===== src/rtl/score_display.sv =====
// Binary-to-seven-segment display driver: serial double-dabble (or plain hex shift)
// conversion into DIGITS active-low digits with leading-zero blanking, overflow dashes and blink.
module score_display #(
   parameter int WIDTH     = 8,
   parameter int DIGITS    = 3,
   parameter int BLINK_DIV = 25_000_000
) (
   input  logic                  clk,
   input  logic                  resetn,
   input  logic                  start,
   input  logic [WIDTH-1:0]      value,
   input  logic                  hex_mode,
   input  logic                  blink_en,
   output logic                  busy,
   output logic                  done,
   output logic [7*DIGITS-1:0]   hex_out
);

   // Decimal digits needed for 2^WIDTH-1 (floor(WIDTH*log10(2))+1); always covers the hex nibbles too.
   localparam int NDEC = (WIDTH * 30103) / 100000 + 1;
   localparam int NACC = (NDEC > DIGITS) ? NDEC : DIGITS;
   localparam int AW   = 4 * NACC;
   localparam int SW   = $clog2(WIDTH + 1);
   localparam int CW   = $clog2(BLINK_DIV);

   localparam logic [1:0] ST_IDLE = 2'd0;
   localparam logic [1:0] ST_CONV = 2'd1;
   localparam logic [1:0] ST_LOAD = 2'd2;

   localparam logic [6:0] SEG_BLANK = 7'b1111111;
   localparam logic [6:0] SEG_DASH  = 7'b0111111;

   function automatic logic [6:0] seg7(input logic [3:0] d);
      logic [6:0] s;
      case (d)
         4'h0:    s = 7'b1000000;
         4'h1:    s = 7'b1111001;
         4'h2:    s = 7'b0100100;
         4'h3:    s = 7'b0110000;
         4'h4:    s = 7'b0011001;
         4'h5:    s = 7'b0010010;
         4'h6:    s = 7'b0000010;
         4'h7:    s = 7'b1111000;
         4'h8:    s = 7'b0000000;
         4'h9:    s = 7'b0011000;
         4'hA:    s = 7'b0001000;
         4'hB:    s = 7'b0000011;
         4'hC:    s = 7'b1000110;
         4'hD:    s = 7'b0100001;
         4'hE:    s = 7'b0000110;
         4'hF:    s = 7'b0001110;
         default: s = SEG_BLANK;
      endcase
      return s;
   endfunction

   logic [1:0]          state_r, state_s;
   logic [WIDTH-1:0]    sreg_r, sreg_s;
   logic                hexm_r, hexm_s;
   logic [AW-1:0]       acc_r, acc_s, adj_s;
   logic [SW-1:0]       step_r, step_s;
   logic [4*DIGITS-1:0] disp_r, disp_s;
   logic                ovf_r, ovf_s;
   logic                shown_r, shown_s;
   logic                busy_r, busy_s;
   logic                done_r, done_s;
   logic [CW-1:0]       cnt_r, cnt_s;
   logic                phase_r, phase_s;
   logic [7*DIGITS-1:0] hex_r, hex_s;
   logic                accept_s;
   logic                lead_s;

   // Double-dabble correction: nibbles >= 5 get +3 before the shift (decimal mode only).
   always_comb begin
      adj_s = acc_r;
      for (int i = 0; i < NACC; i++) begin
         if (!hexm_r && (acc_r[4*i +: 4] >= 4'd5)) begin
            adj_s[4*i +: 4] = acc_r[4*i +: 4] + 4'd3;
         end else begin
            adj_s[4*i +: 4] = acc_r[4*i +: 4];
         end
      end
   end

   // Conversion FSM next-state; a new start is taken in IDLE and also in LOAD for back-to-back use.
   always_comb begin
      state_s  = state_r;
      sreg_s   = sreg_r;
      hexm_s   = hexm_r;
      acc_s    = acc_r;
      step_s   = step_r;
      disp_s   = disp_r;
      ovf_s    = ovf_r;
      shown_s  = shown_r;
      done_s   = 1'b0;
      busy_s   = 1'b0;
      accept_s = start && (state_r != ST_CONV);
      case (state_r)
         ST_CONV: begin
            acc_s  = (adj_s << 1) | {{(AW-1){1'b0}}, sreg_r[WIDTH-1]};
            sreg_s = sreg_r << 1;
            step_s = step_r + {{(SW-1){1'b0}}, 1'b1};
            if (step_r == SW'(WIDTH - 1)) begin
               state_s = ST_LOAD;
            end else begin
               state_s = ST_CONV;
            end
         end
         ST_LOAD: begin
            disp_s  = acc_r[4*DIGITS-1:0];
            ovf_s   = |(acc_r >> (4 * DIGITS));
            shown_s = 1'b1;
            done_s  = 1'b1;
            state_s = ST_IDLE;
         end
         default: begin
            state_s = ST_IDLE;
         end
      endcase
      if (accept_s) begin
         sreg_s  = value;
         hexm_s  = hex_mode;
         acc_s   = '0;
         step_s  = '0;
         state_s = ST_CONV;
         busy_s  = 1'b1;
      end else begin
         busy_s  = (state_r == ST_CONV);
      end
   end

   // Blink divider: held at zero while disabled so each episode starts visible.
   always_comb begin
      if (!blink_en) begin
         cnt_s   = '0;
         phase_s = 1'b0;
      end else if (cnt_r == CW'(BLINK_DIV - 1)) begin
         cnt_s   = '0;
         phase_s = ~phase_r;
      end else begin
         cnt_s   = cnt_r + {{(CW-1){1'b0}}, 1'b1};
         phase_s = phase_r;
      end
   end

   // Segment image built from next-state values so the registered output has no extra lag.
   always_comb begin
      lead_s = 1'b1;
      hex_s  = '1;
      for (int k = DIGITS - 1; k >= 0; k--) begin
         if (!shown_s || phase_s) begin
            hex_s[7*k +: 7] = SEG_BLANK;
         end else if (ovf_s) begin
            hex_s[7*k +: 7] = SEG_DASH;
         end else if (lead_s && (disp_s[4*k +: 4] == 4'd0) && (k != 0)) begin
            hex_s[7*k +: 7] = SEG_BLANK;
         end else begin
            hex_s[7*k +: 7] = seg7(disp_s[4*k +: 4]);
            lead_s          = 1'b0;
         end
      end
   end

   // State and output registers.
   always_ff @(posedge clk or negedge resetn) begin
      if (!resetn) begin
         state_r <= ST_IDLE;
         sreg_r  <= '0;
         hexm_r  <= 1'b0;
         acc_r   <= '0;
         step_r  <= '0;
         disp_r  <= '0;
         ovf_r   <= 1'b0;
         shown_r <= 1'b0;
         busy_r  <= 1'b0;
         done_r  <= 1'b0;
         cnt_r   <= '0;
         phase_r <= 1'b0;
         hex_r   <= '1;
      end else begin
         state_r <= state_s;
         sreg_r  <= sreg_s;
         hexm_r  <= hexm_s;
         acc_r   <= acc_s;
         step_r  <= step_s;
         disp_r  <= disp_s;
         ovf_r   <= ovf_s;
         shown_r <= shown_s;
         busy_r  <= busy_s;
         done_r  <= done_s;
         cnt_r   <= cnt_s;
         phase_r <= phase_s;
         hex_r   <= hex_s;
      end
   end

   assign busy    = busy_r;
   assign done    = done_r;
   assign hex_out = hex_r;

endmodule


===== config.mk =====
export PLATFORM = sky130hd
export DESIGN_NAME = score_display
export DESIGN_NICKNAME = d
export VERILOG_FILES = /design/src/rtl/score_display.sv
export SDC_FILE = /design/constraint.sdc
export NUM_CORES = 1
export LEC_CHECK = 0
export BUFFER_PORTS_ARGS = -buffer_cell sky130_fd_sc_hd__buf_2
export CORE_MARGIN = 10
export CORE_UTILIZATION = 60
export CTS_CLUSTER_DIAMETER = 150
export CTS_CLUSTER_SIZE = 30
export DETAILED_ROUTE_END_ITERATION = 16
export PLACE_DENSITY = 0.87
export SYNTH_ARGS = -nofsm -noshare
export SYNTH_HDL_FRONTEND = slang
export SYNTH_SLANG_ARGS = --single-unit

===== constraint.sdc =====
create_clock -name clk -period 3.11 [get_ports clk]
set_input_delay 0.4665 -clock clk [delete_from_list [all_inputs] [get_ports clk]]
set_output_delay 0.4665 -clock clk [all_outputs]
set_load 0.01 [all_outputs]

==> results.sh, run 1 <==
export IMPL_status="finished clean"
export IMPL_setup_tns_ns=0
export IMPL_finalCriticalPeriod_ns=2.45
export IMPL_crit_fanout=17
export IMPL_max_cap_viol_count=0
export IMPL_postLayoutCellArea_mm2=0.00526
export IMPL_power_leakage_nw=2.38
export IMPL_crit_chain="nand2b_4, mux2i_1, inv_1, ha_1, o311ai_0"
export IMPL_synth_common_cells="69 x dfrtp_1, 48 x nor2_1, 36 x o21ai_0"
export IMPL_dpl_hpwl_mm=6.55
export IMPL_die_area_mm2=0.0120
export IMPL_grt_max_degree=86
export IMPL_synthArstFlopShare=1.00
export IMPL_post_cts_resize_count=0
export IMPL_max_slew_margin_rel=0.312
export IMPL_grt_pass1_vias=3413
export IMPL_track_usage=0.166
export IMPL_crit_buf_inv=1
export IMPL_ir_drop_v=0.000505
export IMPL_fin_hold_ws_ns=0.257
export IMPL_drv_slew=0
export IMPL_drtAntennaViolNets=0
export IMPL_synth_area_per_cell_um2=10.6
export IMPL_drt_initial_drc_count=265
export IMPL_timing_worst_setup_path_type="flip-flop to flip-flop"
export IMPL_drc=0
export IMPL_hold_buffers=0
export IMPL_max_freq_ghz=0.409
export IMPL_path_clk_slew_ns=0.09
export IMPL_fin_skew_ns=0.0109
export IMPL_overflow=0
export IMPL_ioPinCount=36
export IMPL_powerDensity_mw_per_mm2=859
export IMPL_nNetsFinal=526
export IMPL_power_switching_mw=1.82
export IMPL_die_y_um=110
export IMPL_initial_core_util=0.621
export IMPL_setup_viol=0
export IMPL_vias=3538
export IMPL_insertion_delay_ns=0.36
export IMPL_max_slew_worst_pin_slew_ns=1.03
export IMPL_grt_first_pass_wirelength_mm=16.3
export IMPL_portBuffers=35
export IMPL_rsz0062_at_grt="no"
export IMPL_layout_drive_gt1_share=0.220
export IMPL_htreeDepth=3
export IMPL_critPathCaptureType="flip-flop"
export IMPL_placed_area_mm2=0.00504
export IMPL_cp_top_family="multiplexers"
export IMPL_clockPowerShare=0.194
export IMPL_p_comb_frac=0.417
export IMPL_seq_area_frac_synth=0.472
export IMPL_yosys_warnings=0
export IMPL_crit_slowest_cell="mux2i_1"
export IMPL_viasPerCell=5.93
export IMPL_antenna_found_initial=0
export IMPL_sequentialPowerShare=0.389
export IMPL_cts_root_buf="clkbuf_8"
export IMPL_numCtsBuffers=9
export IMPL_syn_to_final_growth_pct=9.08
export IMPL_synth_edff_count=0
export IMPL_yosys_area_top_type_share=0.358
export IMPL_core_area_mm2=0.00777
export IMPL_rows=32
export IMPL_crit_required_ns=3.31
export IMPL_hold_class="input pin to asynchronous set/reset pin"
export IMPL_cts_setup_buffers=0
export IMPL_cp_arrival_ns=2.65
export IMPL_p_int_mw=2.70
export IMPL_die_w_um=110
export IMPL_place_gp_congestion=0.862
export IMPL_wl_per_cell_um=16.4
export IMPL_cpPeakStageDelay_ns=0.52
export IMPL_synth_seq_cells=90
export IMPL_synth_most_common_cell="dfrtp_1"
export IMPL_synth_fp_nets=493
export IMPL_netlist_area_mm2=0.00482
export IMPL_finalCritPeriodShare=0.786
export IMPL_cts_tree="built"
export IMPL_syn_inst=457
export IMPL_synth_main_ff_cell="dfrtp_1"
export IMPL_diodes=0
export IMPL_sw_frac_of_total=0.403
export IMPL_ctsLongestPathBuffers=2
export IMPL_crit_path_start_kind="flip-flop"
export IMPL_synth_top_area_cell="dfrtp_1"
export IMPL_synth_area_leaders="dfrtp_1 36%, dfstp_2 11%, ha_1 6.0%"
export IMPL_synth_cell_type_count=62
export IMPL_hold_viol_final=0
export IMPL_clock_sinks=90
export IMPL_drt_total_wl_mm=9.78
export IMPL_first_pass_iters=5
==> worst register-to-register path, stage by stage (launching register included) <==
cell	delay, ns
dfrtp_1	0.42
nand2b_4	0.33
mux2i_1	0.53
inv_1	0.19
ha_1	0.32
o311ai_0	0.51
==> sequential cells by signal, indices dropped and copies added (netlist names), 2 cells and up <==
name and flops:
state_r 2, disp_r 12, cnt_r 25, acc_r 12
step_r 4, hex_out 21, sreg_r 8
==> power groups by stage <==
stage | Clock (mW) | Sequential [mW] | Combinational (mW)
3_5_place_dp | 0 | 1.78 | 1.85
5_1_grt | 0.946 | 1.79 | 2.10
4_1_cts | 0.886 | 1.76 | 1.87
2_1_floorplan | 0 | 1.75 | 1.39
6_report | 0.877 | 1.76 | 1.89
3_3_place_gp | 0 | 1.75 | 1.73
==> placed cells by master, fill, tap and decap left out, types with 5 or more instances in the layout <==
cell / count
dfrtp_1: 69
clkbuf_8: 9
o21ai_0: 36
nand4_1: 8
nor3_1: 9
dfstp_2: 21
nand3b_1: 5
xnor2_1: 9
a21oi_1: 11
nor2_1: 48
and3_1: 9
mux2_2: 6
mux2i_1: 15
nand3_1: 17
and2_1: 6
nand2_1: 30
buf_2: 34
nand2b_1: 7
a211oi_1: 5
xor2_1: 21
ha_1: 23
mux2i_4: 6
inv_1: 17
or3_1: 5
==> path summary, 6_finish.rpt <==
check,from,to,slack [ns],depth (start not counted)
min in group clk,hex_mode,hexm_r,0.34,2
hold / removal,resetn,cnt_r[6],0.26,1
setup reg to reg,state_r[1],hex_out[2],0.66,5
setup / recovery,state_r[1],hex_out[2],0.66,5
hold reg to reg,sreg_r[4],sreg_r[5],0.49,2
max in group asynchronous,resetn,hex_out[2],2.07,2
==> cell type report <==
class | count | area (µm²)
Sequential cell | 90 | 2280
Multi-Input combinational cell | 330 | 2360
Clock buffer | 9 | 124
Timing Repair Buffer | 37 | 193
Inverter | 22 | 85.1
Tap cell | 102 | 128
Clock inverter | 7 | 93.8
Fill cell | 586 | 2510
==> cell families (layout without fill, tap and decap cells) <==
kind of cell	after synthesis	after routing	share of synthesized area
AND/OR/NAND/NOR	169	169	0.191
flip-flops	90	90	0.472
AO/OA/AOI/OAI	79	79	0.105
buffers and inverters	37	75	0.0384
XOR/XNOR	30	30	0.0545
multiplexers	29	29	0.0794
adder cells (fa/ha/maj)	23	23	0.0597
==> per-layer routing <==
layer | vias to the layer above | track usage | part of all wire
li1 | 1672 | - | -
met1 | 1763 | 0.220 | 0.45
met2 | 92 | 0.264 | 0.49
met3 | 11 | 0.0334 | 0.050
met4 | 0 | 0.0669 | 0.014
met5 | - | 0 | 0
==> stage by stage <==
stage	util	power, mW	worst slack [ns]	std cells
2_1_floorplan	-	3.14	0.950	457
3_3_place_gp	0.649	3.48	0.824	581
3_5_place_dp	0.649	3.62	0.736	581
4_1_cts	0.677	4.52	0.695	597
5_1_grt	0.677	4.83	0.556	597
6_report	0.677	4.52	0.665	597
Power figures use the tool's default switching activity.
==> run 2, diff against run 1 <==
- clock period: 3.11 -> 2.4 ns (I/O delays scaled with it)
==> run 2 against run 1 <==
  * Sequential share of layout area shrank 0.11 points
  * Clock power grew 13%
  * Register-to-register slack lost 0.50 ns
  * Global-route usage grew 0.18 points
  * Core utilization grew 0.18 points
  * Maximum frequency grew 9.3%
  * Clock skew shrank 0.0016 ns
  * Design area grew 0.26%
  * Flip-flop and latch count is the same
  * First-iteration DRC count shrank 26%
  * Critical path type unchanged
  * Largest cell class unchanged
  * Largest power group unchanged
  * Highest routed layer unchanged
==> results.sh, run 2 (synthesis results as in run 1) <==
export IMPL_finalCritPeriodShare=0.932
export IMPL_clockPowerShare=0.174
export IMPL_track_usage=0.168
export IMPL_setup_viol=0
export IMPL_overflow=0
export IMPL_r2r_start="state_r[0]"
export IMPL_ctsLongestPathBuffers=2
export IMPL_power_leakage_nw=2.39
export IMPL_cts_tree="built"
export IMPL_insertion_delay_ns=0.37
export IMPL_crit_cells=7
export IMPL_powerDensity_mw_per_mm2=1080
export IMPL_sw_frac_of_total=0.415
export IMPL_critPathCaptureType="flip-flop"
export IMPL_numCtsBuffers=9
export IMPL_first_pass_iters=4
export IMPL_finalCriticalPeriod_ns=2.24
export IMPL_htreeDepth=3
export IMPL_die_area_mm2=0.0120
export IMPL_p_comb_frac=0.427
export IMPL_clock_sinks=90
export IMPL_ioPinCount=36
export IMPL_hold_class="input pin to asynchronous set/reset pin"
export IMPL_sequentialPowerShare=0.399
export IMPL_placed_area_mm2=0.00508
export IMPL_syn_to_final_growth_pct=9.37
export IMPL_p_int_mw=3.33
export IMPL_fin_hold_ws_ns=0.0317
export IMPL_regMostFlops="cnt_r"
export IMPL_die_w_um=110
export IMPL_nNetsFinal=530
export IMPL_drtAntennaViolNets=0
export IMPL_final_common_cell="dfrtp_1"
export IMPL_startpoint="state_r[0]"
export IMPL_reg2reg_to="hex_out[8]"
export IMPL_max_freq_ghz=0.447
export IMPL_max_slew_worst_pin_slew_ns=0.722
export IMPL_drv_slew=0
export IMPL_path_clk_slew_ns=0.10
export IMPL_die_y_um=110
export IMPL_setup_tns_ns=0
export IMPL_grt_first_pass_wirelength_mm=16.5
export IMPL_reg2reg_setup_slack_ns=0.16
export IMPL_crit_fanout=7
export IMPL_crit_required_ns=2.69
export IMPL_ir_drop_v=0.000585
export IMPL_drt_initial_drc_count=197
export IMPL_fin_ws_ns=0.163
export IMPL_place_gp_congestion=0.850
export IMPL_viasPerCell=5.78
export IMPL_crit_buf_inv=1
export IMPL_largest_reg_flops=25
export IMPL_core_area_mm2=0.00777
export IMPL_max_cap_viol_count=0
export IMPL_diodes=0
export IMPL_hold_viol_final=0
export IMPL_cp_endpoint="hex_out[8]"
export IMPL_antenna_found_initial=0
export IMPL_fill_cells=600
export IMPL_status="finished clean"
export IMPL_vias=3471
export IMPL_cts_setup_buffers=0
export IMPL_rsz0062_at_grt="no"
export IMPL_cpPeakStageDelay_ns=0.39
export IMPL_place_ws_ns=0.179
export IMPL_cts_root_buf="clkbuf_8"
export IMPL_dpl_hpwl_mm=6.84
export IMPL_reg2regPathDepth=7
export IMPL_cp_arrival_ns=2.53
export IMPL_grt_pass1_vias=3509
export IMPL_crit_path_start_kind="flip-flop"
export IMPL_final_cell_mix="69 x dfrtp_1, 48 x nor2_1, 36 x o21ai_0"
export IMPL_timing_worst_setup_path_type="flip-flop to flip-flop"
export IMPL_power_switching_mw=2.36
export IMPL_layout_drive_gt1_share=0.228
export IMPL_initial_core_util=0.621
export IMPL_grt_max_degree=54
export IMPL_drc=0
export IMPL_cp_top_family="multiplexers"
export IMPL_drt_total_wl_mm=9.58
export IMPL_crit_slowest_cell="dfrtp_1"
export IMPL_rows=32
export IMPL_final_util=0.679
export IMPL_crit_chain="nand2b_4, buf_4, mux2i_1, ha_1, mux2_4, a32oi_1, nand3_1"
export IMPL_postLayoutCellArea_mm2=0.00527
export IMPL_fin_skew_ns=0.00931
export IMPL_wl_per_cell_um=15.9
export IMPL_max_slew_margin_rel=0.519
export IMPL_portBuffers=35
-- run 2: cell types whose count changed in the layout (fill, tap and decap cells not counted) --
| cell | previous run | this run |
|---|---|---|
| buf_12 | 0 | 1 |
| buf_4 | 3 | 6 |
| bufinv_16 | 2 | 0 |
| clkinv_2 | 2 | 1 |
| clkinvlp_4 | 2 | 1 |
| inv_6 | 0 | 2 |
| inv_8 | 0 | 2 |
| mux2i_1 | 15 | 14 |
| mux2i_2 | 0 | 1 |
-- run 2: metrics by stage --
step / instances / power (mW)
floorplan: 457 / 4.07
global placement: 585 / 4.55
detailed placement: 585 / 4.70
CTS: 601 / 5.71
global route: 601 / 6.13
finish: 601 / 5.69
-- run 2: per-layer routing --
layer | up-vias | global-route usage | wire length [µm]
li1 | 1688 | - | -
met1 | 1691 | 0.213 | 4260
met2 | 81 | 0.278 | 4650
met3 | 11 | 0.0480 | 525
met4 | 0 | 0.0428 | 145
met5 | - | 0 | 0
-- run 2: what timing repair did --
| action | CTS | global route |
|---|---|---|
| endpoints found under the setup margin | 0 | 2 |
| hold endpoints to repair | 0 | 0 |
| resized for setup | 0 | 1 |
| hold buffers | 0 | 0 |
-- run 2: worst register-to-register path: stages, from the launching register on --
cell and delay (ns):
dfrtp_1 0.39, nand2b_4 0.23, buf_4 0.23, mux2i_1 0.37, ha_1 0.36, mux2_4 0.30, a32oi_1 0.18, nand3_1 0.11
-- run 2: area by class of cell --
class	instances	area, µm²	area share
Inverter	22	85.1	0.0161
Clock buffer	9	124	0.0235
Timing Repair Buffer	41	235	0.0446
Tap cell	102	128	0.0242
Sequential cell	90	2280	0.432
Clock inverter	7	61.3	0.0116
Multi-Input combinational cell	330	2360	0.448
-- run 2: worst min path at each step --
stage | startpoint | endpoint | slack [ns] | cells past startpoint
floorplan | resetn | acc_r[0] | 0.06 | 0
global placement | resetn | cnt_r[11] | 0.44 | 1
detailed placement | resetn | cnt_r[11] | 0.44 | 1
CTS | resetn | acc_r[9] | 0.04 | 1
global route | resetn | acc_r[9] | 0.07 | 1
finish | resetn | cnt_r[20] | 0.03 | 1
-- run 2: power by group through the flow --
stage	registers (mW)	clock network [mW]	logic, mW
floorplan	2.26	0	1.80
global placement	2.27	0	2.28
detailed placement	2.29	0	2.41
CTS	2.27	1.01	2.43
global route	2.33	1.07	2.73
finish	2.27	0.991	2.43
